<file path="src/rtl/ahb_spi_slave_if.sv">
// rtl/ahb_spi_slave_if.sv - AHB-Lite slave terminating bus beats into SPI TX/RX FIFOs
// Writes are packed {addr, data} into TX; reads drain RX, with wait states and a read timeout.
module ahb_spi_slave_if #(
    parameter int TX_DEPTH   = 4,
    parameter int RX_DEPTH   = 4,
    parameter int RD_TIMEOUT = 16
) (
    input  logic        HCLK,
    input  logic        HRESET,
    input  logic        HSEL,
    input  logic [7:0]  HADDR,
    input  logic [1:0]  HTRANS,
    input  logic        HWRITE,
    input  logic [2:0]  HSIZE,
    input  logic [2:0]  HBURST,
    input  logic [31:0] HWDATA,
    output logic [31:0] HRDATA,
    output logic        HREADY,
    output logic        tx_valid,
    output logic [7:0]  tx_addr,
    output logic [31:0] tx_data,
    input  logic        tx_ready,
    input  logic        rx_valid,
    input  logic [31:0] rx_data,
    output logic        rx_ready,
    output logic [2:0]  tx_level,
    output logic [2:0]  err_flags
);
    localparam int TAW = $clog2(TX_DEPTH);
    localparam int RAW = $clog2(RX_DEPTH);
    localparam int CW  = $clog2(RD_TIMEOUT + 1);

    typedef enum logic [1:0] {IDLE, WDATA, RDATA} state_t;

    state_t        state_q, state_d;
    logic [7:0]    addr_q, addr_d;
    logic [CW-1:0] wait_q, wait_d;
    logic [2:0]    err_q, err_d;
    logic [TAW:0]  tx_wr_q, tx_wr_d, tx_rd_q, tx_rd_d;
    logic [RAW:0]  rx_wr_q, rx_wr_d, rx_rd_q, rx_rd_d;
    logic [39:0]   tx_mem_q [TX_DEPTH];
    logic [31:0]   rx_mem_q [RX_DEPTH];

    logic tx_full, tx_empty, rx_full, rx_empty;
    logic hready, accept, timeout_hit, rd_timeout;
    logic tx_push, tx_pop, rx_push, rx_pop;
    logic unused_hburst;

    assign unused_hburst = ^HBURST;

    // Pointers carry one extra wrap bit: equal = empty, equal except MSB = full.
    assign tx_empty = (tx_wr_q == tx_rd_q);
    assign tx_full  = (tx_wr_q[TAW] != tx_rd_q[TAW]) && (tx_wr_q[TAW-1:0] == tx_rd_q[TAW-1:0]);
    assign rx_empty = (rx_wr_q == rx_rd_q);
    assign rx_full  = (rx_wr_q[RAW] != rx_rd_q[RAW]) && (rx_wr_q[RAW-1:0] == rx_rd_q[RAW-1:0]);

    assign timeout_hit = (wait_q == CW'(RD_TIMEOUT));

    always_comb begin
        hready = 1'b1;
        case (state_q)
            WDATA:   hready = !tx_full;
            RDATA:   hready = !rx_empty || timeout_hit;
            default: hready = 1'b1;
        endcase
    end

    assign accept     = HSEL && HTRANS[1] && hready;
    assign tx_push    = (state_q == WDATA) && hready;
    assign tx_pop     = !tx_empty && tx_ready;
    assign rx_push    = rx_valid && !rx_full;
    assign rx_pop     = (state_q == RDATA) && hready && !rx_empty;
    assign rd_timeout = (state_q == RDATA) && rx_empty && timeout_hit;

    always_comb begin
        state_d = state_q;
        addr_d  = addr_q;
        wait_d  = wait_q;
        err_d   = err_q;
        if (hready) begin
            wait_d = '0;
            if (accept) begin
                state_d = HWRITE ? WDATA : RDATA;
            end else begin
                state_d = IDLE;
            end
        end else if (state_q == RDATA) begin
            wait_d = wait_q + CW'(1);
        end
        if (accept) begin
            addr_d = HADDR;
            if (HSIZE != 3'b010) begin
                err_d[0] = 1'b1;
            end
            if (HTRANS == 2'b11 && HADDR != addr_q + 8'd4) begin
                err_d[1] = 1'b1;
            end
        end
        if (rd_timeout) begin
            err_d[2] = 1'b1;
        end
    end

    always_comb begin
        tx_wr_d = tx_wr_q + {{TAW{1'b0}}, tx_push};
        tx_rd_d = tx_rd_q + {{TAW{1'b0}}, tx_pop};
        rx_wr_d = rx_wr_q + {{RAW{1'b0}}, rx_push};
        rx_rd_d = rx_rd_q + {{RAW{1'b0}}, rx_pop};
    end

    always_ff @(posedge HCLK or posedge HRESET) begin
        if (HRESET) begin
            state_q <= IDLE;
            addr_q  <= '0;
            wait_q  <= '0;
            err_q   <= '0;
            tx_wr_q <= '0;
            tx_rd_q <= '0;
            rx_wr_q <= '0;
            rx_rd_q <= '0;
        end else begin
            state_q <= state_d;
            addr_q  <= addr_d;
            wait_q  <= wait_d;
            err_q   <= err_d;
            tx_wr_q <= tx_wr_d;
            tx_rd_q <= tx_rd_d;
            rx_wr_q <= rx_wr_d;
            rx_rd_q <= rx_rd_d;
        end
    end

    // Storage needs no reset; outputs are gated by the empty flags.
    always_ff @(posedge HCLK) begin
        if (tx_push) begin
            tx_mem_q[tx_wr_q[TAW-1:0]] <= {addr_q, HWDATA};
        end
        if (rx_push) begin
            rx_mem_q[rx_wr_q[RAW-1:0]] <= rx_data;
        end
    end

    assign HREADY    = hready;
    assign HRDATA    = (state_q == RDATA && !rx_empty) ? rx_mem_q[rx_rd_q[RAW-1:0]] : 32'h0;
    assign tx_valid  = !tx_empty;
    assign {tx_addr, tx_data} = tx_empty ? 40'h0 : tx_mem_q[tx_rd_q[TAW-1:0]];
    assign rx_ready  = !rx_full;
    assign tx_level  = 3'(tx_wr_q - tx_rd_q);
    assign err_flags = err_q;

endmodule

</file>
<file path="config.mk">
export PLATFORM = sky130hd
export DESIGN_NAME = ahb_spi_slave_if
export DESIGN_NICKNAME = d
export VERILOG_FILES = /design/src/rtl/ahb_spi_slave_if.sv
export SDC_FILE = /design/constraint.sdc
export NUM_CORES = 1
export LEC_CHECK = 0
export BUFFER_PORTS_ARGS = -buffer_cell sky130_fd_sc_hd__buf_2
export CAP_MARGIN = 20
export CORE_ASPECT_RATIO = 1.2
export CORE_UTILIZATION = 60
export CTS_BUF_LIST = sky130_fd_sc_hd__clkbuf_4 sky130_fd_sc_hd__clkbuf_8
export DETAILED_ROUTE_END_ITERATION = 10
export GPL_ROUTABILITY_DRIVEN = 0
export GPL_TIMING_DRIVEN = 0
export PLACE_DENSITY_LB_ADDON = 0.05
export SLEW_MARGIN = 20
export SYNTH_ARGS = -nofsm -noshare
export SYNTH_HDL_FRONTEND = slang
export SYNTH_SLANG_ARGS = --single-unit
</file>
<file path="constraint.sdc">
create_clock -name HCLK -period 6.3 [get_ports HCLK]
set_clock_uncertainty 0.15 [all_clocks]
set_input_delay 0.315 -clock HCLK [delete_from_list [all_inputs] [get_ports HCLK]]
set_output_delay 0.315 -clock HCLK [all_outputs]
set_load 0.02 [all_outputs]
</file>
Yosys cells after proc, flatten, opt, wreduce, memory -nomap -nowiden
Memories as Yosys holds them, arrays and structs flattened.
Cells that the tools add are included.
Widths: inputs -> output; s select.
- add/sub/neg operators: 7
- equal/unequal tests: 12
- mux-type cells: 11
- reduce and logical (&&, ||, !) cells: 21
- operators with widths (kind ; count):
    $mux 40 ; 1
    $mux 32 ; 1
    $logic_and 1x1->1 ; 13
    $add 3x1->3 ; 4
    $mux 5 ; 2
    $add 8x3->8 const B ; 1
    $ne 8x8->1 ; 1
    $eq 3x3->1 ; 2
    $add 5x1->5 const B ; 1
    $eq 5x5->1 const B ; 1
    $eq 2x2->1 ; 2
    $eq 2x2->1 const B ; 2
    $logic_not 1->1 ; 4
    $mux 1 ; 4
    $mux 2 ; 2
    $reduce_and 2->1 ; 2
    $ne 3x2->1 const B ; 1
    $sub 3x3->3 ; 1
    $eq 2x1->1 const B ; 1
    $ne 1x1->1 ; 2
    $pmux 1 s2 ; 1
    $reduce_bool 2->1 ; 1
    $logic_or 1x1->1 ; 1
- flip-flop bits (word level): 30
- RAM bits: 288
- bits of input ports: 86
- output and inout bits: 81
- word-level logic and storage cells: 63
- memories: 2
- memories (name ; depth ; width ; rd ports ; clocked after Yosys merged registers in ; write ports ; RTL line ; source):
    tx_mem_q ; 4 ; 40 ; 1 ; 0 ; 1 ; 41 ; logic [39:0] tx_mem_q [TX_DEPTH];
    rx_mem_q ; 4 ; 32 ; 1 ; 0 ; 1 ; 42 ; logic [31:0] rx_mem_q [RX_DEPTH];

Depth between registers and ports, before layout
Gate-level depths: netlist (run 1).
- word-level depth: 7
- mapped depth: 12
- depth with buffers taken out: 10

Worst setup path before layout (run 1)
No wires, ideal clock.
- path type: flip-flop to flip-flop
- from: reg tx_rd_q[1]
- to: mem tx_mem_q[1][0] (enable)
- library setup time: 487 ps
- data arrival time: 4539 ps
- data required time: 5663 ps
- path slack: 1123 ps
- stages on the path, launching flop included: 10
- path buffers: 2
- clock period less this slack: 5177 ps
- cell sequence: dfrtp_1 > clkbuf_1 > buf_1 > inv_1 > ha_1 > nand2_1 > o21ai_0 > nand4b_4 > nand2_1 > nor3_1
- longest elaborated chain between the ends: 7
- ends and longest elaborated chain (element ; RTL line ; source):
    from (decl) ; 39 ; logic [TAW:0] tx_wr_q, tx_wr_d, tx_rd_q, tx_rd_d;
    from (signal assigned) ; 127 ; tx_rd_q <= tx_rd_d;
    $eq 2x2->1 ; 53 ; assign tx_full = (tx_wr_q[TAW] != tx_rd_q[TAW]) && (tx_wr_q[TAW-1:0] == tx_rd_q[TAW-1:0]);
    $logic_and 1x1->1 ; 53 ;
    $logic_not 1->1 ; 62 ; WDATA: hready = !tx_full;
    $pmux 1 s2 ; 61 ; case (state_q)
    named net HREADY ; 18 ; output logic HREADY,
    $logic_and 1x1->1 ; 69 ; assign tx_push = (state_q == WDATA) && hready;
    $mux 1 ; 135 ; if (tx_push) begin
    $mux 1 (not written as such) ; 136 ; tx_mem_q[tx_wr_q[TAW-1:0]] <= {addr_q, HWDATA};
    to (decl) ; 41 ;
The timed path passes the listed nets, and every way through them passes these cells.

Worst setup path after layout (run 1)
- from: reg tx_rd_q[1]
- to: mem tx_mem_q[0][6] (enable)
- longest elaborated chain between the ends: 7
- ends and longest elaborated chain (element ; RTL line):
    $eq 2x2->1 ; 53
    $logic_and 1x1->1 ; 53
    $logic_not 1->1 ; 62
    $pmux 1 s2 ; 61
    $logic_and 1x1->1 ; 69
    $mux 1 ; 135
    $mux 1 (not written as such) ; 136
No other way between the ends.

==> results.md, run 1 <==
- Clock tree synthesis inserted a total of 48 buffers.
- STA classifies the critical path startpoint as a flip-flop.
- The internal power is 4.59 mW.
- The maximum fanout encountered on the critical timing path is 10.
- The flip-flop and latch count after synthesis is 318.
- The number of top-level pins is 167.
- The root buffer cell is clkbuf_8.
- The flow ran to the end, and the final reports show no timing, DRC or antenna violations.
- The HPWL after detailed placement is 16100 um.
- The height of the chip is 160 um.
- For this run the aggregate overflow at the end of global routing stands at 0.
- Including well taps, the total number of placed cells is 1070.
- The first routing iteration left 317 violations.
- Setup repair after global routing left no endpoint under its margin.
- The transition time of the tightest slew-check pin is 0.696 ns.
- The detail-routed via count per cell is 5.42.
- The clock slew at the register clock pins of the worst setup and hold paths is 0.06 ns.
- Sequential cells burn 41.1% of the power.
- The post-synthesis share of cell area spent on and, or, nand and nor gates is 5.53%.
- The routed design could run at a clock period as short as 3.82 ns.
- Once layout is complete, the cells apart from fillers number 1234.
- After synthesis, the cell types taking the most area are edfxtp_1 69%, mux4_2 13%, dfrtp_1 6.0%, nor2b_1 3.6%, ha_1 1.5%.
- Yosys printed 0 warnings.
- STA classifies the critical path endpoint as a flip-flop.
- The instance count of the mapped netlist is 605.
- The final layout contains routed wiring with a total length of 24200 um.
- Summing the sequential cell areas from Yosys gives 75.0% of the chip area.
- The site row count is 57.
- The total core area is 0.0203 mm2.
- For this run, the top clock speed supported by timing is 262 MHz.
- Relative to the synthesized area, the layout overhead comes to 26.1%.
- The post-route clock period utilization is 60.6%.
- The initial utilization of the core area, before any placement, comes to 61.6%.
- By area, the combinational part of the netlist is dominated by multiplexers.
- The critical path in this run is classified as reg2reg.
- The antenna diode count is 0.
- The via count of the first global-routing pass is 7394.
- The via count is 6692.
- Of the post-synthesis cell area, the part taken by muxes is 13.9%.
- The worst hold margin is 0.127 ns.
- The combined global-route utilization of all metal layers is 23.9%.
- The number of DRC violations after detailed routing is 0.
- In this run the mean area of a mapped cell was 20.7 um2.
- The combinational cell fraction of total power is 34.6%.
- The number of nets in the synthesized netlist is 707.
- The die area is 0.0215 mm2.
- The leakage power of the design is 5.87 nW.
- The clock passes through at most 3 buffers.
- The share of post-route cells with drive strength above 1 is 38.8%.
- The average wire per standard cell is 19.6 um.
- The peak ir drop on the vdd network is 0.304 mV.
- The share of synthesized area in the top cell type comes to 69.1%.
- The worst stage delay on the critical path is 0.53 ns.
- The quantity of gates resized following cts is 0.
- The net switching component of the power is 2.14 mW.
- The net total in the final layout is 1038.
- The die width is 134 um.
- The post-synth design cell area is 0.0125 mm2.
- The number of antenna violations at the first check in global routing is 1.
- The maximum number of pins on one net before global-route repair is 31.
- The tree built by TritonCTS fans out to 318 sinks.
- The data required time at the worst endpoint is 6.39 ns.
- The number of nets with antenna violations after detailed routing is 0.
- The worst min-delay path class is in2reg.
- The H-tree generated during clock tree synthesis spans 2 levels.
- The final core utilization is 77.7%.
- The power per cell area is 426 mW/mm2.
- The global-route wire length before repair is 38600 um.
- After Yosys synthesis, XOR and XNOR cells account for 1.60% of the synthesized area.
- The switching part of the total power is 31.8%.
- The clock latency at the later pin of the worst-skew pair is 0.54 ns.
- The number of distinct standard cells referenced by the synthesized netlist is 36.
- Before antenna repair, the detailed router went through 4 iterations.
- Traced cell by cell, the critical path runs through clkbuf_1 > buf_1 > inv_1 > ha_1 > nand2_1 > o21ai_0 > nand4b_4 > nand2_1 > nor3_2 > buf_6 > buf_4 > buf_4.
- Summing the areas of all compound-gate instances in the mapped netlist gives 0.739% of the synthesized area.
- The CTS tree is done.
- The part of the total power dissipated in the clock network is 24.4%.
- The reported max-cap violation count is 0.
- The number of max-slew violations in the final report came to 0.
- Total power for the finished layout comes to 6.73 mW.
- The cell taking the most area after synthesis is edfxtp_1.
- After clock tree synthesis, the setup repair step added 0 buffers.
- The count of final hold-check violations is 0.
- Input and output buffers added on the ports amount to 163.
- The count of final setup violators is 0.
- The slowest library cell on the worst path is buf_1.
- The arrival time reported for the critical path endpoint is 3.91 ns.
- The adder and majority cell fraction of the synthesized area is 1.66%.
- Measured against its own limit, the worst slew margin works out to 53.5%.
[critical path: cells and delay by family (launching register included)]
family                   cells  cell delay [ns]
adder cells (fa/ha/maj)      1             0.31
buffers and inverters        6             1.55
AO/OA/AOI/OAI                1             0.17
flip-flops                   1             0.41
AND/OR/NAND/NOR              4             0.94
[cell type report]
cell class | instances | area (um2)
repair buffers | 281 | 1960
clock inverters | 17 | 120
fillers | 1188 | 4530
inverters | 17 | 63.8
clock buffers | 66 | 827
flip-flops and latches | 318 | 9400
multi-input cells | 243 | 2970
plain buffers | 27 | 126
well taps | 265 | 332
[logic make-up (layout without fill, tap and decap cells)]
kind of cell	count (synthesis)	in the layout
xor+xnor	22	22
flops	318	318
fa+ha+maj	16	16
mux	80	80
compound gates	11	11
buf+inv	44	408
simple gates	114	114
[routing by layer]
metal / global-route usage, % / routed length, um / vias up
li1: - / - / 3055
met1: 28.5 / 9170 / 3370
met2: 42.9 / 13100 / 216
met3: 5.17 / 1350 / 51
met4: 7.95 / 566 / 0
met5: 0 / 0 / -
[final timing paths]
| check | start | to | slack [ns] | cells past startpoint |
|---|---|---|---|---|
| worst max-delay path | tx_rd_q[1] | tx_mem_q[0][6] | 2.48 | 12 |
| worst min-delay path | rx_valid | rx_wr_q[0] | 0.13 | 4 |
| worst max register to register | tx_rd_q[1] | tx_mem_q[0][6] | 2.48 | 12 |
| worst min register to register | err_flags[0] | err_flags[0] | 0.32 | 1 |
| max in group asynchronous | HRESET | rx_wr_q[0] | 5.26 | 3 |
| min in group asynchronous | HRESET | addr_q[4] | 0.29 | 3 |
[state kept, by name (all words and copies together), names as in the netlist]
name,count
state_q,2
tx_wr_q,3
rx_mem_q,128
rx_rd_q,3
wait_q,5
err_flags,3
tx_mem_q,160
addr_q,8
tx_rd_q,3
rx_wr_q,3
[through the flow]
stage	TNS (ns)	area [um2]	setup slack, ns
final	0	15800	2.48
after global routing	0	15800	2.17
after CTS	0	15800	2.41
after detailed placement	0	14000	2.44
after global placement	-233.04	13700	-1.46
after floorplan	0	12500	1.12
[timing repair]
action                     in CTS  in global routing
setup endpoints to repair       0                  0
hold buffers                   81                  0
hold endpoints to repair      299                  0
[cell usage after synthesis, drive strengths merged]
| cell | instances |
|---|---|
| edfxtp | 288 |
| mux4 | 72 |
| nor2b | 72 |
| dfrtp | 30 |
| inv | 17 |
| ha | 15 |
| buf | 14 |
| clkbuf | 13 |
| xor2 | 13 |
| xnor2 | 9 |
| mux2 | 8 |
| nand2 | 8 |
| nor2 | 8 |
| nor3 | 7 |
| and3 | 4 |
| nand4 | 4 |
| and2b | 3 |
| nand3 | 3 |
| a31o | 2 |
| nor3b | 2 |
| o22ai | 2 |
| o31ai | 2 |
| a211oi | 1 |
| a21o | 1 |
| a31oi | 1 |
| and4b | 1 |
| fa | 1 |
| nand4b | 1 |
| nor4 | 1 |
| o21a | 1 |
| o21ai | 1 |
[power by group through the flow]
stage	sequential, mW	clock, mW	combinational, mW
floorplan	2.78	0	1.60
global placement	2.81	0	2.18
detailed placement	2.80	0	2.32
CTS	2.76	1.67	2.36
finish	2.76	1.64	2.33
global route	2.79	1.76	2.51
[cell usage in the layout, fill, tap and decap left out, drive strengths merged]
cell type / count
ha: 15
inv: 17
nor3b: 2
a31oi: 1
a31o: 2
xor2: 13
clkinv: 15
nand4b: 1
and3: 4
clkbuf: 79
nor3: 7
edfxtp: 288
dlygate4sd3: 81
o31ai: 2
mux4: 72
a211oi: 1
nand3: 3
o21ai: 1
nor2b: 72
dfrtp: 30
nand4: 4
o21a: 1
nor4: 1
o22ai: 2
nand2: 8
mux2: 8
and4b: 1
bufinv: 2
xnor2: 9
buf: 214
a21o: 1
and2b: 3
fa: 1
nor2: 8
No activity file was read; power rests on OpenSTA's default activity.
==> run 2, diff against run 1 <==
--- a/config.mk
+++ b/config.mk
@@ -5,6 +5,7 @@
 export SDC_FILE = /design/constraint.sdc
 export NUM_CORES = 1
 export LEC_CHECK = 0
+export ABC_AREA = 1
 export BUFFER_PORTS_ARGS = -buffer_cell sky130_fd_sc_hd__buf_2
 export CAP_MARGIN = 20
 export CORE_ASPECT_RATIO = 1.2
==> constraint.sdc (replaced) <==
create_clock -name HCLK -period 3.8 [get_ports HCLK]
set_clock_uncertainty 0.15 [all_clocks]
set_input_delay 0.19 -clock HCLK [delete_from_list [all_inputs] [get_ports HCLK]]
set_output_delay 0.19 -clock HCLK [all_outputs]
set_load 0.02 [all_outputs]
==> run 2 against run 1 <==
Effect of this change: global-route usage is 3.4 points higher; worst hold slack worse by 0.025 ns; flip-flop and latch count stayed put; largest cell class unchanged; critical endpoint is now tx_data[30]; critical path depth is 4 lower; non-clock buffer count is 15 higher; cell count is 36% higher; total power is 75% higher; register-to-register slack worse by 2.0 ns; cell area is 2.1% higher; sequential share of layout area is 1.2 points lower; core utilization is 0.78 points lower; die area is 2.4% higher.
==> results.md, run 2 <==
- The post-synth design cell area is 0.0128 mm2 (+2.4%).
- The count of placed standard cells including taps is 1513 (+41%).
- The final-layout fill cell count is 1337 (+13%).
- The combinational cell fraction of total power came to 38.7% (+4.1 points).
- The cell type with the highest occurrence count on the critical path is buf_2.
- The global-route wire length before repair is 45200 um (+17%).
- The tightest min-delay check is of the in2reg type.
- The final period demand of the worst path is 3.43 ns.
- The power per cell area is 731 mW/mm2 (+72%).
- The site row count is 58 (+1.8%).
- For this run, the top clock speed supported by timing is 292 MHz.
- The data required time at the worst endpoint is 3.46 ns (-2.93 ns).
- The arrival time reported for the critical path endpoint is 3.09 ns (-0.82 ns).
- The count of placed standard cells in the final layout, fillers left out is 1681 (+36%).
- The CTS tree is done.
- The clock slew at the register clock pins of the worst setup and hold paths is 0.06 ns (about the same).
- The maximum root-to-sink buffer count is 3 (unchanged).
- The via count was 8989 (+34%).
- Walking the worst path, the cells encountered are clkbuf_1 > inv_1 > ha_1 > nand2_1 > nor2_1 > buf_2 > a21oi_1 > buf_2.
- The die area came to 0.0220 mm2 (+2.4%).
- The most common cell in the synthesized netlist is nor2_1.
- The peak ir drop on the vdd network is 0.595 mV (+96%).
- The footprint of the multi-input gates was 0.00309 mm2 (+4.0%).
- The detail-routed via count per cell is 5.35 (-1.4%).
- The kind of critical path is reg2out.
- The number of top-level pins came to 167 (unchanged).
- The number of buffer and inverter stages on the critical path is 4 (-2).
- The number of flops mapped to enable cells by yosys is 288 (unchanged).
- Setup repair after global routing left no endpoint under its margin.
- The flip-flop and latch count after synthesis is 318 (unchanged).
- Yosys attributes the largest share of cell area to edfxtp_1 67%, nor2_1 8.7%, dfrtp_1 5.9%, o21ai_0 5.7%, a21oi_1 2.9%.
- The count of final setup violators is 0 (unchanged).
- The count of H-tree levels built during CTS is 2 (unchanged).
- The number of nets with antenna violations after detailed routing was 0 (unchanged).
- The maximum fanout encountered on the critical timing path is 14 (+4).
- The sequential group share of total power is 38.7% (-2.4 points).
- The net switching component of the power was 4.58 mW (+110%).
- The number of distinct standard cells referenced by the synthesized netlist is 33 (-8.3%).
- The average wire per standard cell is 17.3 um (-12%).
- The wire length reported by the detailed router is 29100 um (+20%).
- The synthesized netlist net count was 1162 (+64%).
- The instance count of the mapped netlist came to 1060 (+75%).
- The quantity of gates resized following cts is 0 (unchanged).
- The kind of launch point of the worst setup path is a flip-flop.
- The part of the total power dissipated in the clock network came to 22.6% (-1.8 points).
- The maximum number of pins on one net before global-route repair is 31 (unchanged).
- The synthesized design spends more area on one cell type than any other, namely edfxtp_1.
- The transition time of the tightest slew-check pin was 0.687 ns (-0.00916 ns).
- The switching part of the total power is 38.8% (+7.0 points).
- The top cell types in the final layout, fill and taps aside, are 296 x nor2_1, 288 x edfxtp_1, 182 x buf_2, 146 x o21ai_0, 81 x dlygate4sd3_1.
- The flip-flop count of the largest register, all copies and words added is 160 (unchanged).
- The final HPWL from detailed placement came to 18200 um (+13%).
- The number of max-slew violations in the final report is 0 (unchanged).
- Counting instances in the post-synthesis netlist gives the leading cell types as 296 x nor2_1, 288 x edfxtp_1, 146 x o21ai_0, 74 x a21oi_1, 57 x nand2_1.
- The sequential-to-total area share from yosys stat was 73.3% (-1.8 points).
- The area taken by flip-flops and latches is 0.00940 mm2 (unchanged).
- The root buffer cell is clkbuf_8.
- The internal power is 7.22 mW (+57%).
- The combined global-route utilization of all metal layers is 27.3% (+3.4 points).
- In the synthesized netlist the dominant register cell turns out to be edfxtp_1.
- The share of post-route cells with drive strength above 1 is 21.5% (-17 points).
- The post-route clock period utilization is 90.3%.
- The share of synthesized registers carrying an async set or reset is 9.43% (unchanged).
- The reported max-cap violation count is 0 (unchanged).
- The synthesized area divided by synthesized cell count is 12.1 um2 (-42%).
- The height of the chip was 162 um (+1.2%).
- The initial core utilization came to 61.2% (-0.46 points).
- The commonest non-fill, non-tap cell in the layout is nor2_1.
- STA classifies the critical path endpoint as an output port.
- The length of the first detailed-routing pass in iterations was 5 (+1).
- The relative slew slack was 54.0% (+0.53 points).
- The net total in the final layout is 1477 (+42%).
- The leakage power of the design is 6.27 nW (+6.7%).
- The count of final hold-check violations is 0 (unchanged).
- The number of buffers created by CTS is 46 (-4.2%).
- The number of synthesis warnings came to 0 (unchanged).
- Relative to the synthesized area, the layout overhead comes to 25.8%.
- The antenna diode count is 0 (unchanged).
- The violation count after the first detailed-routing iteration was 625 (+97%).
- The clock latency at the later pin of the worst-skew pair was 0.54 ns (about the same).
- The number of antenna violations at the first check in global routing is 0 (-1).
- The post-route standard cell area excluding fillers was 0.0161 mm2 (+2.1%).
- The die width is 135 um (+1.2%).
- The via count of the first global-routing pass came to 9109 (+23%).
- The flow ran to the end, and the final reports show no timing, DRC or antenna violations.
- The top cell type's share of synthesized area was 67.4% (-1.6 points).
- The total of buffers placed on input and output ports is 163 (unchanged).
- The worst stage delay on the critical path is 0.43 ns (-0.10 ns).
- The residual overflow from global routing came to 0 (unchanged).
- The TritonCTS sink count is 318 (unchanged).
- The total core area is 0.0210 mm2 (+3.2%).
- The placed cell area is 0.0144 mm2 (+2.4%).
- The slowest stage of the critical path belongs to the cell nor2_1.
- The number of DRC violations after detailed routing is 0 (unchanged).
- The gate family responsible for the most delay along the worst path is buffers and inverters.
run 2: cell types whose count changed after synthesis, sizes merged, moves of 9 or more:
cell / delta
a21oi: +74
clkbuf: +17
inv: +28
nand3: +9
o21ai: +150
nor2b: -72
buf: +12
nand2: +52
nor2: +288
mux4: -72
run 2: power by group through the flow:
stage | clock network (mW) | registers, mW | logic, mW
2_1_floorplan | 0 | 4.58 | 2.89
4_1_cts | 2.69 | 4.56 | 4.58
3_3_place_gp | 0 | 4.63 | 4.26
3_5_place_dp | 0 | 4.63 | 4.48
6_report | 2.67 | 4.56 | 4.57
5_1_grt | 2.84 | 4.60 | 5.01
run 2: final timing paths:
| path | startpoint | end | slack [ns] | cells past startpoint |
|---|---|---|---|---|
| min in group asynchronous | HRESET | rx_rd_q[1] | 0.16 | 3 |
| max in group asynchronous | HRESET | state_q[0] | 2.89 | 3 |
| hold reg to reg | err_flags[0] | err_flags[0] | 0.32 | 1 |
| setup / recovery | tx_rd_q[1] | tx_data[30] | 0.37 | 8 |
| hold / removal | rx_valid | rx_wr_q[0] | 0.10 | 4 |
| setup reg to reg | tx_rd_q[1] | tx_mem_q[0][21] | 0.44 | 14 |
run 2: routing by layer:
metal	track usage, %	vias to the layer above	share of wire [%]
met4	12.1	0	2.7
met5	0	-	0
met2	49.0	322	53
met3	5.37	68	6.2
li1	-	4334	-
met1	31.4	4265	38
run 2: timing repair:
item                                   in CTS  in global routing
setup buffers                               4                  0
endpoints found under the hold margin     299                  0
hold buffers                               81                  0
pin swaps                                   3                  0
setup endpoints to repair                  54                 32
run 2: tightest hold or removal path: cells and delay by family:
family / cells / cell delay [ns]
AND/OR/NAND/NOR: 1 / 0.23
buffers and inverters: 2 / 0.22
adder cells (fa/ha/maj): 1 / 0.12
run 2: area by class of cell:
cell class              instances  share of cell area, %
plain buffers                  55                   1.57
clock buffers                  59                   4.64
clock inverters                25                   1.03
inverters                      45                   1.05
multi-input cells             641                   19.2
flip-flops and latches        318                   58.2
well taps                     270                   2.09
repair buffers                268                   12.2
run 2: kinds of logic (layout without fill, tap and decap cells):
kind of cell | count (synthesis) | count (layout) | synth area share (%)
xor+xnor | 11 | 11 | 0.810
flops | 318 | 318 | 73.3
buf+inv | 101 | 452 | 3.32
simple gates | 384 | 384 | 11.8
compound gates | 230 | 230 | 9.17
fa+ha+maj | 16 | 16 | 1.62
run 2: through the flow:
step	hold slack, ns	utilization (%)	total power [mW]	setup TNS [ns]	setup slack [ns]
CTS	0.0765	77.0	11.8	0	0.147
detailed placement	0.181	68.5	9.11	-4.11	-0.172
floorplan	0.131	-	7.47	-29.00	-0.181
finish	0.103	76.9	11.8	0	0.370
global route	0.145	76.9	12.5	0	0.143
global placement	0.245	66.8	8.88	-299.30	-1.90
